### src/rtl/siso_frame_ctrl_pkg.sv
// Shared definitions for the serial frame controller: FSM state codes and counter sizing.
package siso_frame_ctrl_pkg;

    localparam logic [1:0] S_IDLE   = 2'd0;
    localparam logic [1:0] S_SHIFT  = 2'd1;
    localparam logic [1:0] S_PARITY = 2'd2;
    localparam logic [1:0] S_GAP    = 2'd3;

    // Bits needed to hold 0..n; never narrower than one bit so a zero-length gap still sizes.
    function automatic int cnt_w(input int n);
        return (n < 1) ? 1 : $clog2(n + 1);
    endfunction

endpackage

### src/rtl/siso_frame_ctrl_if.sv
// Parallel-in handshake plus serial-out/status bundle of the frame controller.
interface siso_frame_ctrl_if #(
    parameter int DATA_W = 8
);
    logic [DATA_W-1:0] data_in;
    logic              data_valid;
    logic              data_ready;
    logic              serial_out;
    logic              serial_valid;
    logic              frame_start;
    logic              frame_done;
    logic              busy;

    modport master (
        output data_in, data_valid,
        input  data_ready, serial_out, serial_valid, frame_start, frame_done, busy
    );

    modport slave (
        input  data_in, data_valid,
        output data_ready, serial_out, serial_valid, frame_start, frame_done, busy
    );
endinterface

### src/rtl/siso_bit_counter.sv
// Loadable down-counter that saturates at zero; flags the last count via is_one.
module siso_bit_counter #(
    parameter int W = 4
) (
    input  logic         clock_in,
    input  logic         reset,
    input  logic         load,
    input  logic [W-1:0] load_value,
    input  logic         dec,
    output logic [W-1:0] value,
    output logic         is_one
);
    logic [W-1:0] count_reg;

    always_ff @(posedge clock_in or posedge reset) begin
        if (reset) begin
            count_reg <= '0;
        end else if (load) begin
            count_reg <= load_value;
        end else if (dec && (count_reg != '0)) begin
            count_reg <= count_reg - 1'b1;
        end
    end

    assign value  = count_reg;
    assign is_one = (count_reg == W'(1));
endmodule

### src/rtl/siso_frame_ctrl.sv
// Parallel-to-serial frame sequencer, MSB first, with start/done markers and an idle gap.
// Define SISO_FRAME_PARITY_EN to append an even-parity bit after the data bits.
module siso_frame_ctrl
    import siso_frame_ctrl_pkg::*;
#(
    parameter int DATA_W     = 8,
    parameter int GAP_CYCLES = 1
) (
    input  logic             clock_in,
    input  logic             reset,
    siso_frame_ctrl_if.slave bus
);
    localparam int BIT_W = cnt_w(DATA_W);
    localparam int GAP_W = cnt_w(GAP_CYCLES);

    logic [1:0]        state_reg, state_next;
    logic [DATA_W-1:0] sreg_reg;
    logic              done_reg, done_next;
    logic              accept, gap_load, gap_dec, bit_dec;
    logic              bit_is_one, gap_is_one;
    logic [BIT_W-1:0]  bit_value;
    logic [GAP_W-1:0]  gap_value;
`ifdef SISO_FRAME_PARITY_EN
    logic              parity_reg;
`endif

    assign accept  = (state_reg == S_IDLE) && bus.data_valid;
    assign bit_dec = (state_reg == S_SHIFT);
    assign gap_dec = (state_reg == S_GAP) && (|gap_value);

    siso_bit_counter #(.W(BIT_W)) u_bit_cnt (
        .clock_in   (clock_in),
        .reset      (reset),
        .load       (accept),
        .load_value (BIT_W'(DATA_W)),
        .dec        (bit_dec),
        .value      (bit_value),
        .is_one     (bit_is_one)
    );

    siso_bit_counter #(.W(GAP_W)) u_gap_cnt (
        .clock_in   (clock_in),
        .reset      (reset),
        .load       (gap_load),
        .load_value (GAP_W'(GAP_CYCLES)),
        .dec        (gap_dec),
        .value      (gap_value),
        .is_one     (gap_is_one)
    );

    // After the last frame bit: into the gap when one is configured, else straight to IDLE.
    always_comb begin
        state_next = state_reg;
        done_next  = 1'b0;
        gap_load   = 1'b0;
        case (state_reg)
            S_IDLE: begin
                if (accept) state_next = S_SHIFT;
            end
            S_SHIFT: begin
                if (bit_is_one) begin
`ifdef SISO_FRAME_PARITY_EN
                    state_next = S_PARITY;
`else
                    done_next = 1'b1;
                    if (GAP_CYCLES > 0) begin
                        state_next = S_GAP;
                        gap_load   = 1'b1;
                    end else begin
                        state_next = S_IDLE;
                    end
`endif
                end
            end
`ifdef SISO_FRAME_PARITY_EN
            S_PARITY: begin
                done_next = 1'b1;
                if (GAP_CYCLES > 0) begin
                    state_next = S_GAP;
                    gap_load   = 1'b1;
                end else begin
                    state_next = S_IDLE;
                end
            end
`endif
            S_GAP: begin
                if (gap_is_one) state_next = S_IDLE;
            end
            default: state_next = S_IDLE;
        endcase
    end

    always_ff @(posedge clock_in or posedge reset) begin
        if (reset) begin
            state_reg  <= S_IDLE;
            sreg_reg   <= '0;
            done_reg   <= 1'b0;
`ifdef SISO_FRAME_PARITY_EN
            parity_reg <= 1'b0;
`endif
        end else begin
            state_reg <= state_next;
            done_reg  <= done_next;
            if (accept) begin
                sreg_reg   <= bus.data_in;
`ifdef SISO_FRAME_PARITY_EN
                parity_reg <= ^bus.data_in;
`endif
            end else if (state_reg == S_SHIFT) begin
                sreg_reg <= {sreg_reg[DATA_W-2:0], 1'b0};
            end
        end
    end

    // Ready is also masked by reset so nothing looks acceptable while reset is held.
    assign bus.data_ready  = (state_reg == S_IDLE) && !reset;
    assign bus.busy        = (state_reg != S_IDLE);
    assign bus.frame_start = (state_reg == S_SHIFT) && (bit_value == BIT_W'(DATA_W));
    assign bus.frame_done  = done_reg;
`ifdef SISO_FRAME_PARITY_EN
    assign bus.serial_valid = (state_reg == S_SHIFT) || (state_reg == S_PARITY);
    assign bus.serial_out   = (state_reg == S_SHIFT)  ? sreg_reg[DATA_W-1] :
                              (state_reg == S_PARITY) ? parity_reg : 1'b0;
`else
    assign bus.serial_valid = (state_reg == S_SHIFT);
    assign bus.serial_out   = (state_reg == S_SHIFT) ? sreg_reg[DATA_W-1] : 1'b0;
`endif
endmodule

### src/flat_wrapper.sv
// flat-port wrapper written by rule: the top's interface ports become plain ports
module siso_frame_ctrl_flat import siso_frame_ctrl_pkg::*;
#(
    parameter int DATA_W     = 8,
    parameter int GAP_CYCLES = 1
)
  (clock_in, reset, bus_data_in, bus_data_valid, bus_data_ready, bus_serial_out, bus_serial_valid, bus_frame_start, bus_frame_done, bus_busy);
  siso_frame_ctrl_if #(.DATA_W(DATA_W)) bus_i ();
  input  logic clock_in;
  input  logic reset;
  input wire logic [$bits(bus_i.data_in)-1:0] bus_data_in;
  input wire logic [$bits(bus_i.data_valid)-1:0] bus_data_valid;
  output wire logic [$bits(bus_i.data_ready)-1:0] bus_data_ready;
  output wire logic [$bits(bus_i.serial_out)-1:0] bus_serial_out;
  output wire logic [$bits(bus_i.serial_valid)-1:0] bus_serial_valid;
  output wire logic [$bits(bus_i.frame_start)-1:0] bus_frame_start;
  output wire logic [$bits(bus_i.frame_done)-1:0] bus_frame_done;
  output wire logic [$bits(bus_i.busy)-1:0] bus_busy;
  assign bus_i.data_in = bus_data_in;
  assign bus_i.data_valid = bus_data_valid;
  assign bus_data_ready = bus_i.data_ready;
  assign bus_serial_out = bus_i.serial_out;
  assign bus_serial_valid = bus_i.serial_valid;
  assign bus_frame_start = bus_i.frame_start;
  assign bus_frame_done = bus_i.frame_done;
  assign bus_busy = bus_i.busy;
  siso_frame_ctrl #(.DATA_W(DATA_W), .GAP_CYCLES(GAP_CYCLES)) u_core (.clock_in(clock_in), .reset(reset), .bus(bus_i));
endmodule
### config.mk
export PLATFORM = sky130hd
export DESIGN_NAME = siso_frame_ctrl_flat
export DESIGN_NICKNAME = d
export VERILOG_FILES = /design/src/rtl/siso_frame_ctrl_pkg.sv /design/src/rtl/siso_frame_ctrl_if.sv /design/src/rtl/siso_bit_counter.sv /design/src/rtl/siso_frame_ctrl.sv /design/src/flat_wrapper.sv
export SDC_FILE = /design/constraint.sdc
export NUM_CORES = 1
export LEC_CHECK = 0
export CORE_UTILIZATION = 48
export CTS_CLUSTER_DIAMETER = 100
export DETAILED_ROUTE_END_ITERATION = 16
export PLACE_DENSITY = 0.8
export SETUP_SLACK_MARGIN = 0.02
export SYNTH_ARGS = -nofsm -noshare
export SYNTH_HDL_FRONTEND = slang
export SYNTH_SLANG_ARGS = --single-unit
### constraint.sdc
create_clock -name clock_in -period 1.51 [get_ports clock_in]
set_input_delay 0.3775 -clock clock_in [delete_from_list [all_inputs] [get_ports clock_in]]
set_output_delay 0.3775 -clock clock_in [all_outputs]
set_load 0.01 [all_outputs]
Yosys cells after proc, flatten, opt, wreduce, memory -nomap -nowiden:

Cells that the tools add are included.
W data, S select, Z words.

* bits in registers: 16
* input port bits: 11
* output and inout port bits: 6
* word-level logic and storage cells: 41

* $add $sub $neg: 2
* equality and inequality tests: 7
* muxes and demuxes: 13
* reduce and logical (&&, ||, !) cells: 14

Operators with widths (count)
* $mux W8: 2
* $mux W4: 2
* $reduce_bool A2 Y1: 4
* $logic_and A1 B1 Y1: 6
* $mux W2: 3
* $pmux W2 S3: 1
* $mux W1: 5
* $eq A4 B1 Y1 const B: 1
* $eq A4 B4 Y1 const B: 1
* $ne A2 B1 Y1 const B: 2
* $reduce_bool A4 Y1: 1
* $sub A4 B1 Y4 const B: 1
* $reduce_and A3 Y1: 1
* $eq A2 B1 Y1 const B: 1
* $eq A2 B2 Y1 const B: 1
* $logic_not A2 Y1: 1
* $ne A2 B2 Y1 const B: 1
* $logic_not A1 Y1: 1
* $sub A1 B1 Y1 const B: 1

Depth between registers and ports, before layout:

Gate-level depths: netlist of run 1.

* word-level depth: 5
* gate-level depth with buffers: 5

Cells and area by module:

Synthesis of run 1 repeated with hierarchy kept, for this count alone.

* cells, all modules: 98
* area, all modules: 955.9 um^2

By module, submodules not included
* siso_frame_ctrl: times used 1, cells each 62, area an instance 614.3 um^2, seq. area each 275.3 um^2
* siso_bit_counter (u_core.u_bit_cnt): times used 1, cells each 30, area an instance 286.5 um^2, seq. area each 100.1 um^2
* siso_bit_counter (u_core.u_gap_cnt): times used 1, cells each 6, area an instance 55.1 um^2, seq. area each 25.0 um^2

Worst setup path before layout of run 1:

OpenSTA, ideal clock, no wires.

* path kind: flip-flop to output port
* start point: register u_core.u_bit_cnt.count_reg[0], in the netlist u_core.u_bit_cnt.value[0]
* end point: output bus_frame_start
* arrival time: 1012 ps
* setup slack: 120 ps
* cell stages (with the launch flop): 5
* buffers on the path: 0
* path through: dfrtp_1 > inv_1 > ha_1 > nand2_1 > nor3_1

* cells in the longest elaborated chain, start to end: 2

RTL lines
* start: declaration: RTL line siso_bit_counter.sv:13 `logic [W-1:0] count_reg;`
* start signal: assignment: RTL line siso_bit_counter.sv:19 `count_reg <= load_value;`
* start signal: assignment: RTL line siso_bit_counter.sv:21 `count_reg <= count_reg - 1'b1;`
* $eq A4 B4 Y1: RTL line siso_frame_ctrl.sv:118 `assign bus.frame_start = (state_reg == S_SHIFT) && (bit_value == BIT_W'(DATA_W));`
* $logic_and A1 B1 Y1: RTL line siso_frame_ctrl.sv:118
* end: declaration: RTL line flat_wrapper.sv:16 `output wire logic [$bits(bus_i.frame_start)-1:0] bus_frame_start;`

No other way between the ends.

Worst setup path in the final report of run 1:

* start point: register u_core.u_bit_cnt.count_reg[1], in the netlist u_core.u_bit_cnt.value[1]
* end point: register u_core.state_reg[1]

* cells in the longest elaborated chain, start to end: 3

RTL lines
* $eq A4 B1 Y1: RTL line siso_bit_counter.sv:26 `assign is_one = (count_reg == W'(1));`
* $ne A2 B1 Y1 (no line)
* $reduce_and A3 Y1 (no line)
* end signal: assignment: RTL line siso_frame_ctrl.sv:102 `state_reg <= state_next;`
* end: declaration: RTL line siso_frame_ctrl.sv:16 `logic [1:0] state_reg, state_next;`

No other way between the ends.
A chain may end at the register's enable or synchronous reset.

==> results of run 1 <==
-- cell families after synthesis --
kind of cell               Yosys count
muxes                                1
buffers and inverters               10
and+or+nand+nor                     26
adders and majority gates            2
DFF                                 16
AOI/OAI and AO/OA                   24
-- synth_stat cells --
library cell / instances
or3b_4: 1
buf_6: 1
nor2_1: 3
ha_1: 2
o21ba_2: 1
a221o_1: 1
nor3_1: 2
dfrtp_1: 16
nand2b_1: 1
nor2_2: 1
a32o_1: 1
nand3_1: 2
nor2b_1: 2
o21ai_0: 8
nand2_1: 12
buf_2: 3
nor3b_1: 1
and2_1: 1
a21oi_1: 1
mux2_4: 1
o21bai_1: 1
o2bb2ai_1: 1
inv_1: 6
a22oi_1: 7
a31oi_1: 1
o311ai_0: 2
-- worst max-delay path by stage --
stage	startpoint	to	cells after the start
floorplan	u_core.u_bit_cnt.value[0]	bus_frame_start	4
finish	u_core.u_bit_cnt.value[1]	u_core.state_reg[1]	7
global placement	reset	bus_data_ready	3
detailed placement	reset	bus_data_ready	3
global route	u_core.u_bit_cnt.value[1]	bus_frame_start	5
CTS	u_core.u_bit_cnt.value[1]	bus_frame_start	5
-- worst max-delay path: cells and delay by family, from the launching register on --
family                   cells  cell delay [ns]
flip-flops                   1             0.40
AND/OR/NAND/NOR              2             0.47
buffers and inverters        3             0.29
multiplexers                 1             0.28
adder cells (fa/ha/maj)      1             0.13
-- per-layer routing --
| layer | share of wire, % | GRT usage, % |
|---|---|---|
| met1 | 46 | 30.8 |
| met2 | 50 | 34.2 |
| met3 | 2.3 | 6.47 |
| met4 | 1.0 | 9.38 |
| met5 | 0 | 0 |
-- cell type report --
class	instances	area, um^2	area share, %
Multi-Input combinational cell	53	400	32.4
Clock buffer	3	22.5	1.82
Tap cell	16	20.0	1.62
Inverter	6	25.0	2.02
Timing Repair Buffer	44	367	29.7
Sequential cell	16	402	32.5
-- timing repair --
item | in CTS | in global routing
setup buffers | 3 | 6
gates cloned | 0 | 0
endpoints found under the hold margin | 0 | 0
pin swaps | 2 | 2
hold buffers | 0 | 0
gates resized for setup | 33 | 12
endpoints found under the setup margin | 6 | 9
-- layout by cell type, fill, tap and decap left out --
cell,instances
buf_4,27
dfrtp_1,15
nand2_1,10
clkdlybuf4s50_1,10
o21ai_0,8
a22oi_1,7
buf_6,4
inv_2,3
clkbuf_4,3
nor2b_1,2
inv_1,2
nor2_1,2
nor2_2,2
nand2_4,2
nand3_1,2
o311ai_0,2
buf_2,2
inv_4,1
o21bai_1,1
a32o_1,1
or3b_4,1
o21ba_4,1
a21oi_2,1
nor3_1,1
nand2b_4,1
a31oi_1,1
o2bb2ai_1,1
mux2_4,1
nor3_4,1
and2_4,1
nor3b_2,1
a221o_1,1
ha_4,1
ha_1,1
dlygate4sd2_1,1
dfrtp_2,1
-- through the flow --
step / total power, W / TNS, ns / hold WS (ns) / utilization [%]
floorplan: 0.00129 / 0 / 0.291 / -
global placement: 0.00179 / -0.786 / 0.456 / 71.7
detailed placement: 0.00184 / -0.913 / 0.467 / 71.7
CTS: 0.00216 / -0.206 / 0.416 / 75.3
global route: 0.00262 / -0.632 / 0.486 / 82.1
finish: 0.00246 / -0.374 / 0.455 / 82.1
-- power breakdown --
group          switching [W]  internal [W]
sequential          0.000127      0.000595
clock               0.000126     0.0000926
combinational       0.000666      0.000854
total               0.000918       0.00154
==> results.py, run 1 <==
metrics = {
    "route": {
        "drt_iter0_drc": 27,
        "antenna_left": 0,
        "drt_pass1_iterations": 4,
        "num_vias": 754,
        "wl_per_cell_um": 14.6,
        "drc": 0,
        "via_per_inst": 5.46,
        "routed_wl_um": 2020,
    },
    "min_path": {
        "worst_hold_path_type": "in2async",
    },
    "critical_path": {
        "path_class": "reg2reg",
        "r2r_setup_slack_ns": -0.10,
        "slowest_delay_ns": 0.40,
        "r2r-start": "u_core.u_bit_cnt.value[1]",
        "critPathRequiredTime_ns": 1.74,
        "critical_path.most_common_cell": "buf_4",
        "end_kind": "flip-flop",
        "r2r-end": "u_core.state_reg[1]",
        "reg2reg_depth": 7,
        "cp_cell_sequence": "inv_2, buf_4, buf_4, ha_1, or3b_4, mux2_4, nor2_2",
        "slowest_stage": "dfrtp_1",
        "crit_fanout": 3,
        "crit_arrival_ns": 1.84,
        "start_kind": "flip-flop",
    },
    "floorplanning": {
        "dieArea_um2": 1800,
        "num_rows": 14,
        "core_area_um2": 1510,
        "boundaryPins": 17,
        "die_w_um": 42.4,
        "die_y_um": 42.4,
        "start_util_pct": 52.0,
    },
    "cells_and_area": {
        "fill_cells": 83,
        "antennaDiodeCount": 0,
        "largest_reg_flops": 8,
        "syn_to_final_growth_pct": 57.8,
        "final_area_um2": 1240,
        "drive_above_1_share_pct": 44.3,
        "fin_cells": 138,
        "nets": 137,
    },
    "logic_synthesis": {
        "ys_warn_count": 0,
        "ys_seq_area_share_pct": 51.1,
        "synth_top_family_by_area": "compound AO/OA/AOI/OAI gates",
        "avgSynthCellArea_um2": 9.91,
        "yosys.area_share.adder_pct": 3.19,
        "yosys-mux-area-fraction_pct": 1.92,
        "synth-xor-area-share_pct": 0,
        "yosysTopAreaCell": "dfrtp_1",
        "synth_compound_area_share_pct": 21.4,
        "ys_ff_latch": 16,
        "netlist_instances": 79,
        "synthSimpleGateAreaFrac_pct": 16.1,
        "netlist-cell-type-count": 26,
        "synth_top_area_share_pct": 51.1,
        "synth.area.top_cells": "dfrtp_1 (51%), a22oi_1 (6.7%), nand2_1 (5.8%)",
        "syn-cell-area_um2": 783,
        "syn_nets": 92,
    },
    "cts": {
        "h-tree-depth": 1,
        "cts.sinks": 16,
        "ctsRootBufferMaster": "clkbuf_4",
        "clk_pin_slew_ns": 0.09,
        "tritoncts.num_buffers": 3,
        "cts_tree": "built",
        "worstSkewPairLatency_ns": 0.28,
        "clockBufferDepth": 2,
    },
    "placement": {
        "dp_slack_ns": -0.336,
        "hpwlAfterDp_um": 1240,
        "port_buffers": 16,
        "dpl-instance-area_um2": 1080,
        "dp.cells": 126,
        "place.gp.congestion": 0.769,
    },
    "grt": {
        "gr-total-overflow": 0,
        "grt_max_degree": 17,
        "grt_use_total_pct": 22.7,
        "grt_pass1_wl_um": 2970,
        "grt_antenna_before_repair": 0,
        "first_global_vias": 660,
    },
    "sta": {
        "layout_setup_ws_ns": -0.101,
        "period_needed_ns": 1.61,
        "slew_viol_final": 0,
        "rsz0062_at_grt": "true",
        "maxSlewHeadroom_pct": 78.3,
        "skew_ns": 0.00489,
        "hold_violations": 0,
        "finalSetupViolCount": 5,
        "worst_pin_slew_ns": 0.323,
        "fmax_mhz": 621,
        "fin_crit_sh_pct": 107,
    },
    "power": {
        "p_leak_nw": 0.587,
        "ir_worst_vdd_mv": 1.36,
        "power_density_nw_per_um2": 1990,
    },
    "flow_run": {
        "cap_violations": 0,
    },
    "run_status": {
        "failed_checks": "negative setup slack",
        "outcome": "finished, violations left",
    },
}
No activity file was read; power rests on OpenSTA's default activity.
==> run 2: changes to the inputs <==
CORE_UTILIZATION = 58   (was 48)
DONT_BUFFER_PORTS = 1   (was not set)
PLACE_DENSITY = 0.78   (was 0.8)
==> run 2 against run 1 <==
  * Combinational power decreased by 6%
  * Sequential share of layout area rose by 4.5 points
  * Flip-flop and latch count stayed put
  * Critical endpoint is now bus_frame_start
  * Setup slack worse by 0.042 ns
  * Maximum frequency decreased by 2.6%
  * Via count is 5.6% higher
  * The run still ends with negative setup slack left
==> results.py, run 2 (synthesized netlist as in run 1, its figures left out) <==
metrics = {
    "run_status": {
        "outcome": "finished, violations left",
        "failed_checks": "negative setup slack",
    },
    "cells_and_area": {
        "register_area_um2": 402,
        "final_common_cell": "buf_4",
        "nets": 118,
        "fill_cells": 48,
        "drive_above_1_share_pct": 47.1,
        "final_area_um2": 1080,
        "antennaDiodeCount": 0,
        "largest_reg_flops": 8,
        "finish.utilization_pct": 91.5,
        "syn_to_final_growth_pct": 38.5,
        "layout_common_cells": "buf_4 (23), dfrtp_1 (15), nand2_1 (10), a22oi_1 (7), o21ai_0 (6)",
        "multi_input_area_um2": 404,
        "fin_cells": 118,
    },
    "grt": {
        "grt_max_degree": 17,
        "first_global_vias": 691,
        "grt_pass1_wl_um": 3310,
        "grt_use_total_pct": 34.9,
        "grt_antenna_before_repair": 0,
        "gr-total-overflow": 0,
    },
    "cts": {
        "cts.sinks": 16,
        "h-tree-depth": 1,
        "clockBufferDepth": 2,
        "tritoncts.num_buffers": 3,
        "cts_hold_buf": 0,
        "clk_pin_slew_ns": 0.10,
        "cts_tree": "built",
        "ctsRootBufferMaster": "clkbuf_4",
        "worstSkewPairLatency_ns": 0.30,
    },
    "critical_path": {
        "slowest_stage": "dfrtp_1",
        "reg2reg_depth": 7,
        "r2r-end": "u_core.state_reg[1]",
        "end_kind": "output port",
        "crit_fanout": 2,
        "critPathRequiredTime_ns": 1.13,
        "slowest_delay_ns": 0.42,
        "path_class": "reg2out",
        "r2r_setup_slack_ns": -0.12,
        "start_kind": "flip-flop",
        "crit_arrival_ns": 1.28,
        "cp_cell_sequence": "inv_2, ha_4, nand2_2, nor3_4, buf_6",
        "r2r-start": "u_core.u_bit_cnt.value[1]",
    },
    "power": {
        "pwr-share-comb_pct": 57.3,
        "clkPwrFrac_pct": 11.9,
        "ir_worst_vdd_mv": 2.00,
        "power_density_nw_per_um2": 2290,
        "power_frac_seq_pct": 30.8,
        "p_int_w": 0.00146,
        "p_leak_nw": 0.501,
        "p_switching_w": 0.00103,
        "p_sw_share_pct": 41.4,
    },
    "min_path": {
        "worst_hold_path_type": "in2async",
    },
    "sta": {
        "period_needed_ns": 1.65,
        "fin_crit_sh_pct": 109,
        "finalSetupTns_ns": -0.429,
        "layout_setup_ws_ns": -0.143,
        "skew_ns": 0.00265,
        "rsz0062_at_grt": "true",
        "finalSetupViolCount": 8,
        "slew_viol_final": 0,
        "worst_pin_slew_ns": 0.632,
        "maxSlewHeadroom_pct": 57.8,
        "fmax_mhz": 605,
        "hold_violations": 0,
    },
    "route": {
        "via_per_inst": 6.75,
        "antenna_left": 0,
        "wl_per_cell_um": 23.0,
        "routed_wl_um": 2720,
        "drt_iter0_drc": 39,
        "drc": 0,
        "drt_pass1_iterations": 4,
        "num_vias": 796,
    },
    "placement": {
        "dp.cells": 96,
        "dp_slack_ns": 0.0248,
        "port_buffers": 0,
        "dpl-instance-area_um2": 827,
        "hpwlAfterDp_um": 1190,
        "place.gp.congestion": 0.776,
    },
    "floorplanning": {
        "core_area_um2": 1190,
        "die_y_um": 38.8,
        "num_rows": 12,
        "start_util_pct": 66.0,
        "dieArea_um2": 1500,
        "die_w_um": 38.8,
        "boundaryPins": 17,
    },
    "flow_run": {
        "cap_violations": 0,
    },
}
==> run 2: cell types whose count changed in the layout (fill, tap and decap cells not counted), moves of 2 or more <==
cell	before	now
clkdlybuf4s50_1	10	0
o21ai_0	8	6
buf_2	2	0
buf_6	4	2
buf_4	27	23
o21ai_1	0	2
==> run 2: area by class of cell <==
cell class | count | area share (%)
multi-input combinational | 53 | 37.3
sequential | 16 | 37.0
timing repair buffer | 25 | 18.0
clock buffer | 4 | 3.34
inverter | 6 | 2.77
tap | 14 | 1.61
==> run 2: worst max-delay path, delay by kind of cell, from the launching register on <==
kind / cells / cell delay [ns]
simple gates: 2 / 0.21
buf+inv: 2 / 0.21
fa+ha+maj: 1 / 0.14
flops: 1 / 0.42
==> run 2: worst max path at each step <==
stage                                    startpoint               to  slack [ns]  depth (start not counted)
after floorplan           u_core.u_bit_cnt.value[0]  bus_frame_start        0.12                          4
after global placement    u_core.u_bit_cnt.value[0]  bus_frame_start        0.09                          5
after detailed placement  u_core.u_bit_cnt.value[0]  bus_frame_start        0.02                          5
after CTS                 u_core.u_bit_cnt.value[1]  bus_frame_start       -0.15                          5
after global routing      u_core.u_bit_cnt.value[0]  bus_frame_start       -0.21                          5
final                     u_core.u_bit_cnt.value[0]  bus_frame_start       -0.14                          5
==> run 2: power groups by stage <==
stage               Combinational, W  Clock [W]  Sequential, W
global route                 0.00150   0.000321       0.000773
floorplan                   0.000585          0       0.000706
CTS                          0.00104   0.000293       0.000734
detailed placement          0.000771          0       0.000746
finish                       0.00143   0.000297       0.000766
global placement            0.000734          0       0.000729
==> run 2: metrics by stage <==
step / total power [W] / hold slack [ns]
global route: 0.00259 / 0.0553
floorplan: 0.00129 / 0.291
detailed placement: 0.00152 / 0.360
CTS: 0.00207 / 0.0377
global placement: 0.00146 / 0.354
finish: 0.00249 / 0.0365
==> run 2: per-layer routing <==
| metal | track usage (%) | vias up | part of all wire (%) |
|---|---|---|---|
| met4 | 12.9 | 0 | 5.9 |
| li1 | - | 329 | - |
| met5 | 0 | - | 0 |
| met3 | 10.4 | 22 | 9.4 |
| met1 | 43.7 | 386 | 38 |
| met2 | 56.7 | 59 | 47 |
==> run 2: repair_timing <==
| item | 4_1_cts | 5_1_grt |
|---|---|---|
| endpoints found under the hold margin | 0 | 0 |
| endpoints found under the setup margin | 4 | 16 |
| gates cloned | 0 | 0 |
| pin swaps | 3 | 4 |
| resized for setup | 19 | 10 |
| setup buffers | 7 | 11 |
==> run 3: changes to the inputs <==
ABC_AREA = 1   (was not set)
CORE_UTILIZATION = 45   (was 58)
PLACE_DENSITY = 0.64   (was 0.78)
==> run 3 against run 2 <==
  * The run now ends clean
  * Highest routed layer unchanged
  * Critical endpoint unchanged
  * Critical path depth is 1 lower
  * Clock skew down 0.0014 ns
  * Final area decreased by 9.3%
  * Largest power group unchanged
==> results.py, run 3 <==
metrics = {
    "grt": {
        "grt_antenna_before_repair": 0,
        "grt_pass1_wl_um": 2500,
        "first_global_vias": 603,
        "grt_max_degree": 17,
        "gr-total-overflow": 0,
        "grt_use_total_pct": 17.8,
    },
    "critical_path": {
        "crit_buf_inv": 1,
        "start_kind": "flip-flop",
        "crit_fanout": 2,
        "end_kind": "output port",
        "slowest_stage": "dfrtp_1",
        "critPathRequiredTime_ns": 1.13,
        "crit_arrival_ns": 1.11,
        "cp_cell_sequence": "inv_2, ha_4, nand3_4, nor2_4",
        "slowest_delay_ns": 0.40,
        "crit_family": "flip-flops",
        "path_class": "reg2out",
    },
    "placement": {
        "dpl-instance-area_um2": 855,
        "port_buffers": 0,
        "dp.cells": 122,
        "place.gp.congestion": 0.728,
        "hpwlAfterDp_um": 1040,
    },
    "route": {
        "num_vias": 679,
        "wl_met3_um": 55,
        "drt_pass1_iterations": 4,
        "m1WireLength_um": 665,
        "drt_iter0_drc": 14,
        "drc": 0,
        "wl_per_cell_um": 11.9,
        "via_per_inst": 5.11,
        "dr_wl_met2_um": 800,
        "top_layer_used": "met4",
        "routed_wl_um": 1580,
        "antenna_left": 0,
    },
    "logic_synthesis": {
        "async_reset_ff_share_pct": 100,
        "yosysTopAreaCell": "dfrtp_1",
        "netlist_instances": 95,
        "syn_nets": 108,
        "synth_edf_count": 0,
        "synth.area.top_cells": "dfrtp_1 (49%), nand2_1 (16%), nand3_1 (8.6%)",
        "ys_warn_count": 0,
        "netlist-cell-type-count": 20,
        "synth_top_area_share_pct": 49.1,
        "syn-cell-area_um2": 816,
        "ys_seq_area_share_pct": 49.1,
        "ys.flop_type": "dfrtp_1",
        "synthTopCellsByCount": "nand2_1 (34), dfrtp_1 (16), nand3_1 (14)",
        "ys_ff_latch": 16,
        "avgSynthCellArea_um2": 8.59,
        "yosysMostFrequentCell": "nand2_1",
    },
    "cells_and_area": {
        "fin_cells": 133,
        "syn_to_final_growth_pct": 20.6,
        "fill_cells": 150,
        "drive_above_1_share_pct": 29.6,
        "final_area_um2": 983,
        "antennaDiodeCount": 0,
        "layout_common_cells": "nand2_1 (33), dfrtp_1 (15), nand3_1 (13), buf_4 (11), inv_1 (7)",
        "nets": 123,
        "largest_reg_flops": 8,
        "final_common_cell": "nand2_1",
    },
    "cts": {
        "tritoncts.num_buffers": 3,
        "cts.sinks": 16,
        "worstSkewPairLatency_ns": 0.29,
        "clk_pin_slew_ns": 0.09,
        "h-tree-depth": 1,
        "ctsRootBufferMaster": "clkbuf_4",
        "cts_tree": "built",
        "clockBufferDepth": 2,
    },
    "sta": {
        "hold_violations": 0,
        "skew_ns": 0.00123,
        "maxSlewHeadroom_pct": 59.5,
        "fmax_mhz": 671,
        "finalSetupViolCount": 0,
        "slew_viol_final": 0,
        "period_needed_ns": 1.49,
        "finalSetupTns_ns": 0,
        "rsz0062_at_grt": "true",
        "worst_pin_slew_ns": 0.607,
        "fin_crit_sh_pct": 98.6,
    },
    "power": {
        "power_density_nw_per_um2": 2140,
        "ir_worst_vdd_mv": 1.15,
        "p_leak_nw": 0.497,
    },
    "min_path": {
        "worst_hold_path_type": "in2async",
    },
    "floorplanning": {
        "boundaryPins": 17,
        "num_rows": 15,
        "start_util_pct": 47.8,
        "core_area_um2": 1710,
        "die_y_um": 44.6,
        "dieArea_um2": 1990,
        "die_w_um": 44.6,
    },
    "run_status": {
        "outcome": "complete, no violations",
    },
    "flow_run": {
        "cap_violations": 0,
    },
}
## run 3: cell types whose count changed in the layout (fill, tap and decap cells not counted), sizes merged, moves of 2 or more
cell	change
nand3	+12
inv	+5
o21ai	-4
buf	-14
a22oi	-7
nand2	+24
nor2	+3
nor2b	-2
o311ai	-2
nand4	+2
nor3	-2
## run 3: metal layers
layer	track usage, %	vias to the layer above
li1	-	331
met1	20.3	325
met2	30.3	16
met3	2.45	7
met4	12.7	0
met5	0	-
## run 3: final timing paths
check                                          startpoint                         to  cells after the start  slack (ns)
worst max-delay path            u_core.u_bit_cnt.value[0]            bus_frame_start                      4        0.02
worst min-delay path                                reset  u_core.u_bit_cnt.value[2]                      1        0.04
worst max register to register  u_core.u_bit_cnt.value[0]  u_core.u_bit_cnt.value[3]                      8        0.17
worst min register to register         u_core.sreg_reg[0]         u_core.sreg_reg[0]                      2        0.48
max in group asynchronous                           reset        u_core.state_reg[1]                      1        1.04
min in group clock_in                      bus_data_in[0]         u_core.sreg_reg[0]                      2        0.21
## run 3: cells by family (layout without fill, tap and decap cells)
kind of cell	Yosys count	count (layout)	synth area share (%)
flops	16	16	49.1
simple gates	59	59	36.2
fa+ha+maj	2	2	3.07
buf+inv	12	25	7.21
compound gates	6	6	4.45
## run 3: cell type report
class	instances	area, um^2	area share (%)
clock buffers	3	22.5	2.29
inverters	11	43.8	4.45
multi-input cells	67	402	40.8
flip-flops and latches	16	402	40.8
well taps	25	31.3	3.18
repair buffers	11	82.6	8.40
## run 3: what timing repair did
action	4_1_cts	5_1_grt
buffers inserted	7	1
setup endpoints to repair	3	4
gates resized for setup	11	2
hold buffers	0	0
pin swaps	3	4
endpoints found under the hold margin	0	0
## run 3: metrics by stage
step | hold WS, ns | util (%) | total power (W) | setup slack [ns]
detailed placement | 0.377 | 50.0 | 0.00161 | 0.192
floorplan | 0.291 | - | 0.00143 | 0.0922
finish | 0.0405 | 57.6 | 0.00211 | 0.0206
CTS | 0.0602 | 56.7 | 0.00206 | -0.00746
global route | 0.0821 | 57.6 | 0.00227 | -0.0334
global placement | 0.382 | 50.0 | 0.00159 | 0.220
## run 3: power breakdown
group,internal [W],leakage (nW),switching (W)
clock network,0.0000927,0.0138,0.000130
logic,0.000505,0.279,0.000649
registers,0.000600,0.204,0.000130
